File: config.mk
export PLATFORM = sky130hd
export DESIGN_NAME = event_ingress_fifo
export DESIGN_NICKNAME = d
export VERILOG_FILES = /design/src/rtl/event_ingress_fifo.sv
export SDC_FILE = /design/constraint.sdc
export NUM_CORES = 1
export LEC_CHECK = 0
export BUFFER_PORTS_ARGS = -buffer_cell sky130_fd_sc_hd__buf_4
export CORE_MARGIN = 4
export CORE_UTILIZATION = 61
export DETAILED_ROUTE_END_ITERATION = 8
export PLACE_DENSITY = 0.9
export SYNTH_ARGS = -nofsm -noshare
export SYNTH_HDL_FRONTEND = slang
export SYNTH_SLANG_ARGS = --single-unit
File: constraint.sdc
create_clock -name clk_i -period 6.1 [get_ports clk_i]
set_clock_uncertainty 0.1 [all_clocks]
set_input_delay 0.305 -clock clk_i [delete_from_list [all_inputs] [get_ports clk_i]]
set_output_delay 0.305 -clock clk_i [all_outputs]
set_load 0.01 [all_outputs]
File: src/rtl/event_ingress_fifo.sv
// DVS event ingress: coordinate-window filter and a DEPTH-entry FIFO feeding a registered output; push-to-valid takes 2 edges.
// Input has no backpressure: rejected events are counted as lost. The output holds while m_ready_i=0. Optional EVT_TS_MONOTONIC_EN.
module event_ingress_fifo #(
  parameter int TS_WIDTH    = 34,
  parameter int COORD_WIDTH = 14,
  parameter int MAX_X       = 63,
  parameter int MAX_Y       = 63,
  parameter int DEPTH       = 16,
  parameter int CNT_WIDTH   = 16
) (
  input  logic                       clk_i,
  input  logic                       rst_ni,
  input  logic                       s_valid_i,
  input  logic [TS_WIDTH-1:0]        s_timestamp_i,
  input  logic [COORD_WIDTH-1:0]     s_x_coord_i,
  input  logic [COORD_WIDTH-1:0]     s_y_coord_i,
  input  logic                       s_polarity_i,
  input  logic                       m_ready_i,
  output logic [TS_WIDTH-1:0]        timestamp_o,
  output logic [COORD_WIDTH-1:0]     x_coord_o,
  output logic [COORD_WIDTH-1:0]     y_coord_o,
  output logic                       polarity_o,
  output logic                       is_valid_o,
  output logic [$clog2(DEPTH):0]     level_o,
  output logic [CNT_WIDTH-1:0]       overflow_cnt_o,
  output logic [CNT_WIDTH-1:0]       filtered_cnt_o
);
  localparam int AW = $clog2(DEPTH);
  localparam int PW = AW + 1;
  localparam logic [COORD_WIDTH-1:0] MAX_X_C = COORD_WIDTH'(MAX_X);
  localparam logic [COORD_WIDTH-1:0] MAX_Y_C = COORD_WIDTH'(MAX_Y);

  logic [TS_WIDTH-1:0]    ts_mem_q [DEPTH];
  logic [COORD_WIDTH-1:0] x_mem_q  [DEPTH];
  logic [COORD_WIDTH-1:0] y_mem_q  [DEPTH];
  logic                   p_mem_q  [DEPTH];

  logic [PW-1:0]          wr_ptr_q, rd_ptr_q, wr_ptr_d, rd_ptr_d;
  logic [CNT_WIDTH-1:0]   ovf_cnt_q, ovf_cnt_d, filt_cnt_q, filt_cnt_d;
  logic [TS_WIDTH-1:0]    ts_q, ts_d;
  logic [COORD_WIDTH-1:0] x_q, x_d, y_q, y_d;
  logic                   pol_q, pol_d, vld_q, vld_d;

  logic in_window, ts_ok, accept, full, empty, pop, can_push, push, filt, ovf;

  assign in_window = (s_x_coord_i <= MAX_X_C) && (s_y_coord_i <= MAX_Y_C);
  assign empty     = (wr_ptr_q == rd_ptr_q);
  assign full      = (wr_ptr_q[AW] != rd_ptr_q[AW]) && (wr_ptr_q[AW-1:0] == rd_ptr_q[AW-1:0]);
  assign pop       = !empty && (!vld_q || m_ready_i);
  assign can_push  = !full || pop;

`ifdef EVT_TS_MONOTONIC_EN
  // Timestamp order is judged before fullness, so a stale event is never counted as an overflow.
  logic [TS_WIDTH-1:0] last_ts_q;
  assign ts_ok = (s_timestamp_i >= last_ts_q);
  always_ff @(posedge clk_i or negedge rst_ni) begin
    if (!rst_ni)   last_ts_q <= '0;
    else if (push) last_ts_q <= s_timestamp_i;
  end
`else
  assign ts_ok = 1'b1;
`endif

  assign accept = s_valid_i && in_window && ts_ok;
  assign filt   = s_valid_i && !(in_window && ts_ok);
  assign push   = accept && can_push;
  assign ovf    = accept && !can_push;

  always_comb begin
    wr_ptr_d   = push ? wr_ptr_q + 1'b1 : wr_ptr_q;
    rd_ptr_d   = pop  ? rd_ptr_q + 1'b1 : rd_ptr_q;
    ovf_cnt_d  = (ovf  && ovf_cnt_q  != '1) ? ovf_cnt_q  + 1'b1 : ovf_cnt_q;
    filt_cnt_d = (filt && filt_cnt_q != '1) ? filt_cnt_q + 1'b1 : filt_cnt_q;
    ts_d  = ts_q;
    x_d   = x_q;
    y_d   = y_q;
    pol_d = pol_q;
    vld_d = vld_q;
    if (pop) begin
      ts_d  = ts_mem_q[rd_ptr_q[AW-1:0]];
      x_d   = x_mem_q[rd_ptr_q[AW-1:0]];
      y_d   = y_mem_q[rd_ptr_q[AW-1:0]];
      pol_d = p_mem_q[rd_ptr_q[AW-1:0]];
      vld_d = 1'b1;
    end else if (m_ready_i) begin
      vld_d = 1'b0;
    end
  end

  // Storage is not reset: only the pointers define which entries are live.
  always_ff @(posedge clk_i) begin
    if (push) begin
      ts_mem_q[wr_ptr_q[AW-1:0]] <= s_timestamp_i;
      x_mem_q[wr_ptr_q[AW-1:0]]  <= s_x_coord_i;
      y_mem_q[wr_ptr_q[AW-1:0]]  <= s_y_coord_i;
      p_mem_q[wr_ptr_q[AW-1:0]]  <= s_polarity_i;
    end
  end

  always_ff @(posedge clk_i or negedge rst_ni) begin
    if (!rst_ni) begin
      wr_ptr_q   <= '0;
      rd_ptr_q   <= '0;
      ovf_cnt_q  <= '0;
      filt_cnt_q <= '0;
      ts_q       <= '0;
      x_q        <= '0;
      y_q        <= '0;
      pol_q      <= 1'b0;
      vld_q      <= 1'b0;
    end else begin
      wr_ptr_q   <= wr_ptr_d;
      rd_ptr_q   <= rd_ptr_d;
      ovf_cnt_q  <= ovf_cnt_d;
      filt_cnt_q <= filt_cnt_d;
      ts_q       <= ts_d;
      x_q        <= x_d;
      y_q        <= y_d;
      pol_q      <= pol_d;
      vld_q      <= vld_d;
    end
  end

  assign timestamp_o    = ts_q;
  assign x_coord_o      = x_q;
  assign y_coord_o      = y_q;
  assign polarity_o     = pol_q;
  assign is_valid_o     = vld_q;
  assign level_o        = wr_ptr_q - rd_ptr_q;
  assign overflow_cnt_o = ovf_cnt_q;
  assign filtered_cnt_o = filt_cnt_q;
endmodule

==> summary by stage <==
STA
The smallest clock period supported by the final layout is computed as ~4800 ps. The worst-case hold slack is 93.6 ps. The maximum clock frequency is 210 MHz. The number of max-slew violations in the final report was 0. Adding up every negative setup slack in the final design gives 0 ps. Setup repair after global routing left no endpoint under its margin. At the pin with the least slew margin, the transition time is 1290 ps. The final hold violation count is 0. The worst pin sits at a relative slew slack of 14.3%. In the finished design, the share of the clock period the worst path needs comes to 77.9%. Setup violations remaining at the end of the flow were counted as 0. The setup slack after layout is 1350 ps.

Floorplan
Row generation in the floorplan step produced 96 rows. The die footprint is 74600 um^2. Once the floorplan was initialized, standard cells occupied between 60% and 70% of the core.

The number of placed I/O pins is around 170. The core footprint is 69200 um^2. The chip width is ~270 um. The vertical extent of the die is 273 um.

Detailed routing
In this run, the number of DRC markers left after iteration 0 of detailed routing was between 3k and 4k. The residual antenna-violating net count after detailed routing is 0. The via count is 24.6k.

The number of iterations in the first detailed-routing pass is 5. Wires add up to 114000 um. The number of vias per cell after detailed routing is 6.91. After detailed routing, the number of remaining DRC violations is 0. The per-cell routed wire length is between 30 and 40 um.

Critical path
Along the worst path, the maximum fanout reaches 63. The classification of the worst setup path is reg2reg. The worst setup path is launched from a flip-flop. Data on the critical path is required at its endpoint by roughly 6300 ps.

The critical path arrival is 4930 ps. The nature of the critical path endpoint is a flip-flop.

CTS
Clock-pin slew was measured on the worst setup and hold paths at 70 ps. The quantity of gates resized following cts is 0. The number of buffers on the longest clock path is 3. The H-tree generated during clock tree synthesis spans 3 levels.

For this design, the sink count on the clock tree is 1114. TritonCTS built the clock tree. Clock tree synthesis selected as its root buffer the cell clkbuf_16.

The post-CTS setup-driven buffer insertion count is 0. Clock tree synthesis inserted a total of 105 buffers. Clock latency on the worst-skew pair, taken at its later pin, is just over 700 ps.

Power
Dividing total power by cell area gives a power density of 439 nW/um^2. The share of total power dissipated in sequential elements is 41.9%. The peak supply drop is 0.410 mV. Net switching is 31.3% of the power. For this design the total switching power over the nets is 6750 uW. Combinational logic burns 26.3% of the power. The share of total power dissipated in the clock network is between 30% and 40%. The static leakage is approximately 0.017 uW. Power comes to 21600 uW. The internal power of the cells is about 15000 uW.

Run
The number of max-capacitance violations reported is 0.

Yosys
Of all flip-flops after synthesis, the portion carrying an async set or reset was under 10%. The number of enable flip-flop cells after synthesis is 1008. The register bit count reported by yosys is 1114.

The sequential element share of the synthesized area is about three quarters. Yosys mapped the design onto 42 distinct sky130hd cell types. The share of synthesized area in the top cell type comes to 70.6%. The synthesized area per cell is 18.6 um^2. In the synthesized netlist the dominant register cell turns out to be edfxtp_1. The post-synthesis instance total is 2305. The yosys synthesis warning count is 0. By area the synthesized netlist is led by edfxtp_1, mux4_2, dfrtp_1, mux2i_1, a21oi_1. The library cell with the largest summed area after synthesis is edfxtp_1. The post-synthesis cell area is 42900 um^2. The number of nets in the synthesized netlist is 2384.

Global route
The via count of the first global-routing pass is 24.9k. The total congestion overflow after global routing is 0. The initial antenna violation count is 3.

The first-pass GRT wire length is 169000 um. The largest net degree at the start of global routing is between 100 and 150. The total routing resource utilization after global routing is 30.7%.

Placement
The placer's final routability congestion estimate is 0.851. The worst slack at placement is 1780 ps. The post-placement cell count is 3299. In this run the tool buffered the top-level ports with between 150 and 200 buffer cells. Detailed placement finished with a half-perimeter wire length of a little over 50000 um.

Finish
The area added between synthesis and finish is 14.6%. The proportion of layout cells with a drive suffix above 1 is around 22%. Excluding fillers, the count of instances in the completed layout stands at 3567. For this run, the post-layout net count is between 2k and 3k. Fill cells in the final layout number about 3.8k.

Status
The flow ran to the end, and the final reports show no timing, DRC or antenna violations.

Min path
The path class of the tightest hold or removal check is in2reg.
==> Yosys cell counts (3+ instances only) <==
master    count
xor2_1       14
clkbuf_1     51
buf_1         9
nand2_1     211
nor4_2        3
nand3_1       7
xnor2_1      26
nor4_1        4
mux4_2      189
edfxtp_1   1008
buf_4        32
buf_2        27
nand4_1      21
and2_1       15
nor2_1      138
inv_1        10
mux2i_1     126
dfrtp_1     106
ha_1         11
nor3_1        9
and4_1        6
a31oi_1      66
a21oi_1     192
==> worst max-delay path: stages, from the launching register on <==
cell	delay, ps
dfrtp_4	680
inv_4	660
ha_1	440
and4_1	260
nand3_2	180
nand3_1	160
nor3_1	650
and2_4	1090
==> routing by layer <==
| layer | vias up | part of all wire (%) | global-route usage (%) |
|---|---|---|---|
| met5 | - | 0.024 | 0 |
| met4 | 4 | 4.8 | 12.7 |
| met3 | 411 | 11 | 5.96 |
| met2 | 2325 | 51 | 51.3 |
| met1 | 12331 | 33 | 40.5 |
| li1 | 9566 | - | - |
==> cells in the final DEF (no fill, tap or decap), types with 3 or more instances in the layout <==
| cell type | n |
|---|---|
| and2_4 | 15 |
| clkinvlp_4 | 4 |
| dfrtp_4 | 4 |
| ha_1 | 11 |
| nand3_1 | 7 |
| nor2_1 | 134 |
| clkbuf_1 | 28 |
| mux2i_1 | 126 |
| dfrtp_1 | 102 |
| edfxtp_1 | 1008 |
| dlygate4sd3_1 | 65 |
| clkbuf_8 | 10 |
| xor2_1 | 14 |
| inv_1 | 10 |
| nand4_1 | 21 |
| nand2_1 | 211 |
| clkinv_2 | 19 |
| bufinv_16 | 11 |
| clkbuf_16 | 108 |
| nor4_2 | 3 |
| mux4_2 | 189 |
| nor2_4 | 4 |
| nor4_1 | 4 |
| nor3_1 | 9 |
| buf_12 | 4 |
| buf_4 | 179 |
| and4_1 | 6 |
| clkinv_1 | 15 |
| a21oi_1 | 192 |
| a31oi_1 | 66 |
| xnor2_1 | 26 |
==> metrics by stage <==
step	cell area [um^2]	utilization, %
3_3_place_gp	45000	65.0
3_5_place_dp	45000	65.0
2_1_floorplan	42900	-
6_report	49200	71.1
5_1_grt	49200	71.0
4_1_cts	49100	71.0
==> path summary, 6_finish.rpt <==
check	start	endpoint	slack, ps	depth (start not counted)
max in group asynchronous	rst_ni	rd_ptr_q[1]$_DFFE_PN0P_	4270	3
max reg2reg	rd_ptr_q[2]$_DFFE_PN0P_	ts_mem_q[10][13]$_DFFE_PP_	1350	7
min	m_ready_i	is_valid_o$_DFFE_PN0P_	90	3
min reg2reg	filtered_cnt_o[14]$_DFFE_PN0P_	filtered_cnt_o[14]$_DFFE_PN0P_	390	1
max	rd_ptr_q[2]$_DFFE_PN0P_	ts_mem_q[10][13]$_DFFE_PP_	1350	7
min in group asynchronous	rst_ni	overflow_cnt_o[4]$_DFFE_PN0P_	130	2
==> cell families after synthesis <==
family	Yosys count	synth area share, %
flops	1114	76.7
simple gates	427	4.33
mux	316	12.9
compound gates	265	3.33
buf+inv	130	1.50
xor+xnor	41	0.855
fa+ha+maj	12	0.367
==> sequential cells by signal, indices dropped and copies added, names as in the netlist <==
register        cells
rd_ptr_q            5
timestamp_o        34
is_valid_o          1
y_coord_o          14
polarity_o          1
wr_ptr_q            5
filtered_cnt_o     16
x_coord_o          14
y_mem_q           224
x_mem_q           224
p_mem_q            16
ts_mem_q          544
overflow_cnt_o     16
==> repair_timing <==
action / 4_1_cts / 5_1_grt
hold endpoints to repair: 1062 / 0
hold buffers: 65 / 0
endpoints found under the setup margin: 0 / 0
==> final cells by class <==
| class | instances | area (um^2) | share of cell area [%] |
|---|---|---|---|
| clock buffers | 146 | 2950 | 5.99 |
| well taps | 931 | 1160 | 2.37 |
| clock inverters | 54 | 586 | 1.19 |
| repair buffers | 248 | 2070 | 4.22 |
| multi-input cells | 1061 | 9410 | 19.1 |
| diodes | 2 | 5.00 | 0.0102 |
| flip-flops and latches | 1114 | 32900 | 67.0 |
| inverters | 11 | 43.8 | 0.0891 |
==> power by group through the flow <==
stage          clock network [uW]  registers (uW)  logic, uW
6_report                     6850            9050       5670
5_1_grt                      7190            9080       5950
4_1_cts                      6800            9040       5530
3_5_place_dp                    0            9190       5280
3_3_place_gp                    0            9160       5050
2_1_floorplan                   0            9000       3760
(Power assumes the default switching activity.)
